$ cat config.mk
export PLATFORM = sky130hd
export DESIGN_NAME = fetch_stage
export DESIGN_NICKNAME = d
export VERILOG_FILES = /design/src/rtl/fetch_stage.sv
export SDC_FILE = /design/constraint.sdc
export NUM_CORES = 1
export LEC_CHECK = 0
export CORE_MARGIN = 3
export CORE_UTILIZATION = 31
export DETAILED_ROUTE_END_ITERATION = 10
export DONT_BUFFER_PORTS = 1
export GPL_TIMING_DRIVEN = 0
export HOLD_SLACK_MARGIN = 0.12
export SETUP_SLACK_MARGIN = 0.4
export SYNTH_ARGS = -nofsm -noshare
export SYNTH_HDL_FRONTEND = slang
export SYNTH_SLANG_ARGS = --single-unit
$ cat constraint.sdc
create_clock -name clk -period 3.7 [get_ports clk]
set_input_delay 0.37 -clock clk [delete_from_list [all_inputs] [get_ports clk]]
set_output_delay 0.37 -clock clk [all_outputs]
set_load 0.1 [all_outputs]
$ cat src/rtl/fetch_stage.sv
// Instruction fetch stage: owns the PC, issues single-outstanding word fetches to imem and
// holds the returned instruction for decode. Optional FETCH_CNT_EN adds a handshake counter.
module fetch_stage #(
  parameter logic [31:0] RESET_PC = 32'h0000_0000
) (
  input  logic        clk,
  input  logic        n_rst,
  output logic        imem_req,
  output logic [31:0] imem_addr,
  input  logic        imem_gnt,
  input  logic        imem_rvalid,
  input  logic [31:0] imem_rdata,
  input  logic        redirect,
  input  logic [31:0] redirect_pc,
  output logic        id_valid,
  input  logic        id_ready,
  output logic [31:0] id_instr,
  output logic [31:0] id_pc,
  output logic [31:0] id_pc_plus4
`ifdef FETCH_CNT_EN
  ,
  output logic [31:0] fetch_count
`endif
);

  typedef enum logic [1:0] {REQ, WAIT, HOLD, DRAIN} state_t;

  state_t      state;
  logic [31:0] pc;
  logic        accept;

  // Request is gated by reset so it is low before the first reset edge settles the state.
  assign imem_req    = n_rst && (state == REQ);
  assign imem_addr   = pc;
  assign accept      = imem_req && imem_gnt;
  assign id_pc_plus4 = id_pc + 32'd4;

  always_ff @(posedge clk) begin
    if (!n_rst) begin
      state    <= REQ;
      pc       <= RESET_PC;
      id_valid <= 1'b0;
      id_instr <= '0;
      id_pc    <= '0;
    end else if (redirect) begin
      // Redirect wins; an accepted-but-unreturned fetch must be drained before re-issuing.
      pc       <= redirect_pc & ~32'd3;
      id_valid <= 1'b0;
      unique case (state)
        REQ:     state <= accept ? DRAIN : REQ;
        WAIT:    state <= imem_rvalid ? REQ : DRAIN;
        HOLD:    state <= REQ;
        DRAIN:   state <= imem_rvalid ? REQ : DRAIN;
        default: state <= REQ;
      endcase
    end else begin
      unique case (state)
        REQ: if (accept) state <= WAIT;
        WAIT: if (imem_rvalid) begin
          id_instr <= imem_rdata;
          id_pc    <= pc;
          id_valid <= 1'b1;
          pc       <= pc + 32'd4;
          state    <= HOLD;
        end
        HOLD: if (id_ready) begin
          id_valid <= 1'b0;
          state    <= REQ;
        end
        DRAIN: if (imem_rvalid) state <= REQ;
        default: state <= REQ;
      endcase
    end
  end

`ifdef FETCH_CNT_EN
  // Counts decode handshakes, including one that coincides with a redirect.
  always_ff @(posedge clk) begin
    if (!n_rst)                    fetch_count <= '0;
    else if (id_valid && id_ready) fetch_count <= fetch_count + 32'd1;
  end
`endif

endmodule
==> results of run 1 <==
area by class of cell:
class / count / area (sq um) / share of cell area (%)
diodes: 1 / 2.50 / 0.0414
clock inverters: 5 / 66.3 / 1.10
well taps: 211 / 264 / 4.37
repair buffers: 1 / 7.51 / 0.124
flip-flops and latches: 95 / 1990 / 33.0
multi-input cells: 467 / 3220 / 53.3
plain buffers: 50 / 215 / 3.56
inverters: 8 / 30.0 / 0.497
clock buffers: 11 / 243 / 4.02
layer usage:
| layer | global-route usage (%) | vias to the layer above | share of wire, % | routed length [um] |
|---|---|---|---|---|
| li1 | - | 2214 | - | - |
| met1 | 23.9 | 2176 | 42 | 7140 |
| met2 | 31.3 | 188 | 47 | 8130 |
| met3 | 6.55 | 27 | 8.2 | 1410 |
| met4 | 6.42 | 6 | 2.3 | 401 |
| met5 | 0 | - | 0.24 | 41 |
report_power, final:
part	switching [W]	internal, W
clock network	0.000424	0.000550
logic	0.000159	0.0000719
registers	0.000323	0.00105
total	0.000906	0.00167
registers in the layout, summed over array words and instances, names as in the netlist:
| register | count |
|---|---|
| id_instr | 32 |
| imem_addr | 30 |
| id_valid | 1 |
| id_pc | 30 |
| state | 2 |
worst reg2reg max path, cell delays in order (launching register included):
cell and delay, ps:
dfxtp_1 1150, nand3_1 550, or4_1 770, or4_1 550, nand3_1 100
cell families (layout without fill, tap and decap cells):
logic type / Yosys count / in the layout / share of synthesized area [%]
XOR/XNOR: 38 / 38 / 6.81
adder cells (fa/ha/maj): 2 / 2 / 0.512
buffers and inverters: 58 / 75 / 4.97
flip-flops: 95 / 95 / 38.9
other: 1 / 7 / 0.0767
AND/OR/NAND/NOR: 289 / 289 / 29.5
AO/OA/AOI/OAI: 132 / 132 / 19.3
through the flow:
stage	total power, W	TNS, ps	cell area [sq um]
after floorplan	0.00156	0	5230
after global placement	0.00163	-2110	5500
after detailed placement	0.00163	-2900	5530
after CTS	0.00260	0	6010
after global routing	0.00267	0	6040
final	0.00257	0	6040
cell usage after synthesis (5+ instances only):
library cell | n | area (sq um)
a21boi_0 | 64 | 480
a21oi_1 | 10 | 50.1
a31oi_1 | 7 | 43.8
and3_1 | 12 | 75.1
and4_1 | 10 | 87.6
buf_4 | 6 | 45.0
clkbuf_1 | 42 | 158
dfxtp_1 | 95 | 1900
inv_1 | 7 | 26.3
nand2_1 | 147 | 552
nand2b_1 | 6 | 37.5
nand3_1 | 38 | 190
nand4_1 | 20 | 125
nor2_1 | 9 | 33.8
nor3_1 | 6 | 30.0
nor4_1 | 7 | 43.8
o211a_1 | 7 | 70.1
o21ai_0 | 21 | 105
o31ai_1 | 8 | 60.1
or4_1 | 11 | 82.6
xnor2_1 | 33 | 289
xor2_1 | 5 | 43.8
path summary, 6_finish.rpt:
path	from	to	slack [ps]	cells past startpoint
max	id_pc[27]	id_pc_plus4[31]	510	3
min	redirect_pc[8]	imem_addr[8]	150	1
max reg2reg	imem_addr[13]	imem_addr[27]	530	4
min reg2reg	id_pc[6]	id_pc[6]	660	2
repair_timing:
item,4_1_cts,5_1_grt
setup buffers,0,1
gates resized for setup,51,12
setup endpoints to repair,26,11
pin swaps,2,4
==> flow_summary.yaml, run 1 <==
yosys:
  syn-cell-area_sq_um: 4890
  synth_warnings: 0
  async_flop_share_pct: 0
  synth-edff-count: 0
  synth_top_flop_cell: "dfxtp_1"
  syn_area_per_cell_sq_um: 7.95
  synth_seq_cells: 95
  syn_inst: 615
  ys_seq_area_share_pct: 38.9
  yosysUniqueCellTypes: 51
detailed_routing:
  dr.pass1.iters: 4
  viasPerCell: 5.43
  drtAntennaViolNets: 0
  drc: 0
  vias: 4611
  drtIter0Drc: 341
  routedWlPerCell_um: 20.2
  wl_um: 17100
global_route:
  grt_max_degree: 17
  antenna_found_initial: 4
  grt_pass1_vias: 4465
  grt_overflow: 0
  grt_pass1_wl_um: 26700
  grt_usage_pct: 19.3
sta:
  worst_hold_slack_ps: 152
  timing_hold_violations_final: 0
  worst_pin_slew_ps: 1280
  period_minus_slack_ps: 3190
  fmax_mhz: 314
  clock-skew-final_ps: 9.91
  drv_slew: 0
  grt_setup_unrepaired: "no"
  setup_slack_ps: 513
  timing.final.crit_share_pct: 86.1
  setup_viol: 0
  slew_headroom_pct: 14.4
place:
  post-place-ws_ps: -404
  numPortBuffers: 0
  routabilityCongestion: 0.862
  dp.cells: 831
  dp_hpwl_um: 13200
setup_path:
  max_stage_delay_ps: 1140
  end_kind: "primary output"
  startpoint_type: "register"
  path_cells: "and4_1 > nand4_1 > xnor2_4"
  critPathTopFamily: "flip-flops"
  crit_required_ps: 3330
  crit_type: "register to primary output"
  worstPathMaxFanout: 6
  critPathSlowestCell: "dfxtp_1"
  worstPathArrival_ps: 2820
  cp_num_buf_inv: 0
die:
  die_w_um: 132
  start_util_pct: 31.9
  io_pins: 200
  core_sq_um: 15300
  chipHeight_um: 132
  dieArea_sq_um: 17300
  num_rows: 45
pwr:
  p_leak_nw: 2.06
  peakVddDrop_mv: 0.221
  p_per_area_nw_per_um2: 426
final_layout:
  area_delta_synth_final_pct: 23.6
  drive_gt1_share_pct: 14.1
  nFillCells: 1567
  final_cell_mix: "nand2_1, a21boi_0, dfxtp_1, clkbuf_1, nand3_1"
  utilization_pct: 39.5
  fin_nets: 704
  layoutNonFillerInstCount: 849
  final_common_cell: "nand2_1"
clock_tree:
  cts.sinks: 95
  clock_latency_ps: 360
  htree_levels: 3
  cts_tree: "yes"
  numCtsBuffers: 9
  clock-root-buffer: "clkbuf_16"
  cts_hold_buf: 0
  clk_pin_slew_ps: 70
  cts_buffer_depth: 2
worst_hold_path:
  worstHoldPathType: "input port to register"
run_status:
  status: "complete, no violations"
run:
  drv_cap: 0
Power figures use the tool's default switching activity.
==> run 2, diff against run 1 <==
==> constraint.sdc (replaced) <==
create_clock -name clk -period 3.9 [get_ports clk]
set_input_delay 0.39 -clock clk [delete_from_list [all_inputs] [get_ports clk]]
set_output_delay 0.39 -clock clk [all_outputs]
set_load 0.1 [all_outputs]
==> flow_summary.yaml, run 2 (same netlist as run 1, synthesis figures left out) <==
run_status:
  status: "complete, no violations"
sta:
  drv_slew: 0
  clock-skew-final_ps: 10.6
  setup_viol: 0
  worst_pin_slew_ps: 1400
  period_minus_slack_ps: 3400
  slew_headroom_pct: 6.60
  timing_hold_violations_final: 0
  timing.final.crit_share_pct: 87.1
  worst_hold_slack_ps: 182
  fmax_mhz: 294
  grt_setup_unrepaired: "no"
  setup_slack_ps: 502
pwr:
  finalPower_w: 0.00240
  p_leak_nw: 2.03
  comb_power_share_pct: 9.1
  p_per_area_nw_per_um2: 402
  swShare_pct: 35.0
  p_clk_share_pct: 36.8
  switching_power_w: 0.000842
  peakVddDrop_mv: 0.193
  p_int_w: 0.00156
  seq_power_share_pct: 54.1
global_route:
  grt_usage_pct: 18.8
  grt_pass1_vias: 4472
  antenna_found_initial: 4
  grt_max_degree: 16
  grt_overflow: 0
  grt_pass1_wl_um: 25800
place:
  dp_hpwl_um: 12900
  routabilityCongestion: 0.853
  post-place-ws_ps: -306
  numPortBuffers: 0
final_layout:
  final_cell_mix: "nand2_1, dfxtp_1, a21boi_0, clkbuf_1, nand3_1"
  largest_register_ff_count: 32
  drive_gt1_share_pct: 12.1
  largest_register: "id_instr"
  final_common_cell: "nand2_1"
  fin_nets: 703
  area_delta_synth_final_pct: 22.3
setup_path:
  startpoint_type: "register"
  end_kind: "primary output"
  max_stage_delay_ps: 1110
  critPathSlowestCell: "dfxtp_1"
  worstPathMaxFanout: 5
  crit_type: "register to primary output"
  r2r-end: "imem_addr[30]"
  crit_required_ps: 3510
  path_cells: "and4_1 > and4_1 > nand4_1 > xnor2_4"
  crit_top_cell: "and4_1"
  ff2ff_path_depth: 7
  worstPathArrival_ps: 3010
  rrSetupSlack_ps: 560
  regToRegStartpoint: "imem_addr[2]"
detailed_routing:
  dr.pass1.iters: 5
  routedWlPerCell_um: 19.7
  wl_met1_um: 6640
  dr_wl_met2_um: 7970
  wl_um: 16700
  drtIter0Drc: 267
  viasPerCell: 5.47
  vias: 4649
  drtAntennaViolNets: 0
  drc: 0
  met3_length_um: 1540
  highest_layer: "met5"
clock_tree:
  cts_hold_buf: 0
  post_cts_buffers: 0
  cts.sinks: 95
  cts_buffer_depth: 2
  cts_tree: "yes"
  numCtsBuffers: 9
  clock-root-buffer: "clkbuf_16"
  htree_levels: 3
  clk_pin_slew_ps: 70
  clock_latency_ps: 340
worst_hold_path:
  worstHoldPathType: "input port to register"
  worstHoldPathCells: 1
  worstHoldStart: "redirect_pc[2]"
  hold_path_end: "imem_addr[2]"
die:
  start_util_pct: 31.9
  num_rows: 45
  io_pins: 200
  dieArea_sq_um: 17300
  core_sq_um: 15300
  chipHeight_um: 132
  die_w_um: 132
run:
  drv_cap: 0
==> run 2: cell types whose count changed in the layout (fill, tap and decap cells not counted), moves of 2 or more <==
| cell | previous run | this run |
|---|---|---|
| dfxtp_1 | 64 | 72 |
| diode_2 | 1 | 3 |
| clkbuf_1 | 41 | 43 |
| dfxtp_4 | 21 | 13 |
==> run 2: how the worst max path moves through the flow <==
stage,startpoint,to,slack [ps],depth (start not counted)
3_3_place_gp,id_pc[2],id_pc_plus4[14],-180,5
6_report,id_pc[25],id_pc_plus4[31],500,4
3_5_place_dp,id_pc[4],id_pc_plus4[14],-310,4
5_1_grt,id_pc[19],id_pc_plus4[28],410,5
4_1_cts,id_pc[16],id_pc_plus4[28],440,5
2_1_floorplan,id_pc[2],id_pc_plus4[14],260,5
==> run 2: power by group through the flow <==
stage / logic [W] / clock network [W] / registers, W
after global routing: 0.000238 / 0.000949 / 0.00131
after CTS: 0.000218 / 0.000907 / 0.00130
after detailed placement: 0.000216 / 0 / 0.00133
after floorplan: 0.000179 / 0 / 0.00130
after global placement: 0.000212 / 0 / 0.00133
final: 0.000218 / 0.000885 / 0.00130
==> run 2: stage by stage <==
stage	TNS (ps)	area [sq um]	utilization, %	cells
after CTS	0	5950	38.9	847
after detailed placement	-1710	5450	35.6	831
after floorplan	0	5140	-	620
final	0	5980	39.0	850
after global routing	0	5980	39.0	849
after global placement	-537	5400	35.3	831
==> run 2: layout make-up <==
cell class / count / area (sq um)
multi-input cells: 467 / 3210
well taps: 211 / 264
clock buffers: 11 / 233
inverters: 8 / 30.0
diodes: 3 / 7.51
flip-flops and latches: 95 / 1960
plain buffers: 50 / 214
clock inverters: 5 / 58.8
fillers: 1584 / 9340
==> run 2: timing repair <==
action	CTS	global route
pin swaps	2	3
resized for setup	47	7
endpoints found under the setup margin	22	8
==> run 2: critical path: cells and delay by family (launching register included) <==
kind / cells / cell delay [ps]
flip-flops: 1 / 1110
AND/OR/NAND/NOR: 3 / 830
XOR/XNOR: 1 / 720
==> run 2: routing by layer <==
metal | vias up | track usage, %
met3 | 44 | 6.85
met1 | 2177 | 22.2
met2 | 204 | 30.8
li1 | 2222 | -
met4 | 2 | 7.70
met5 | - | 0
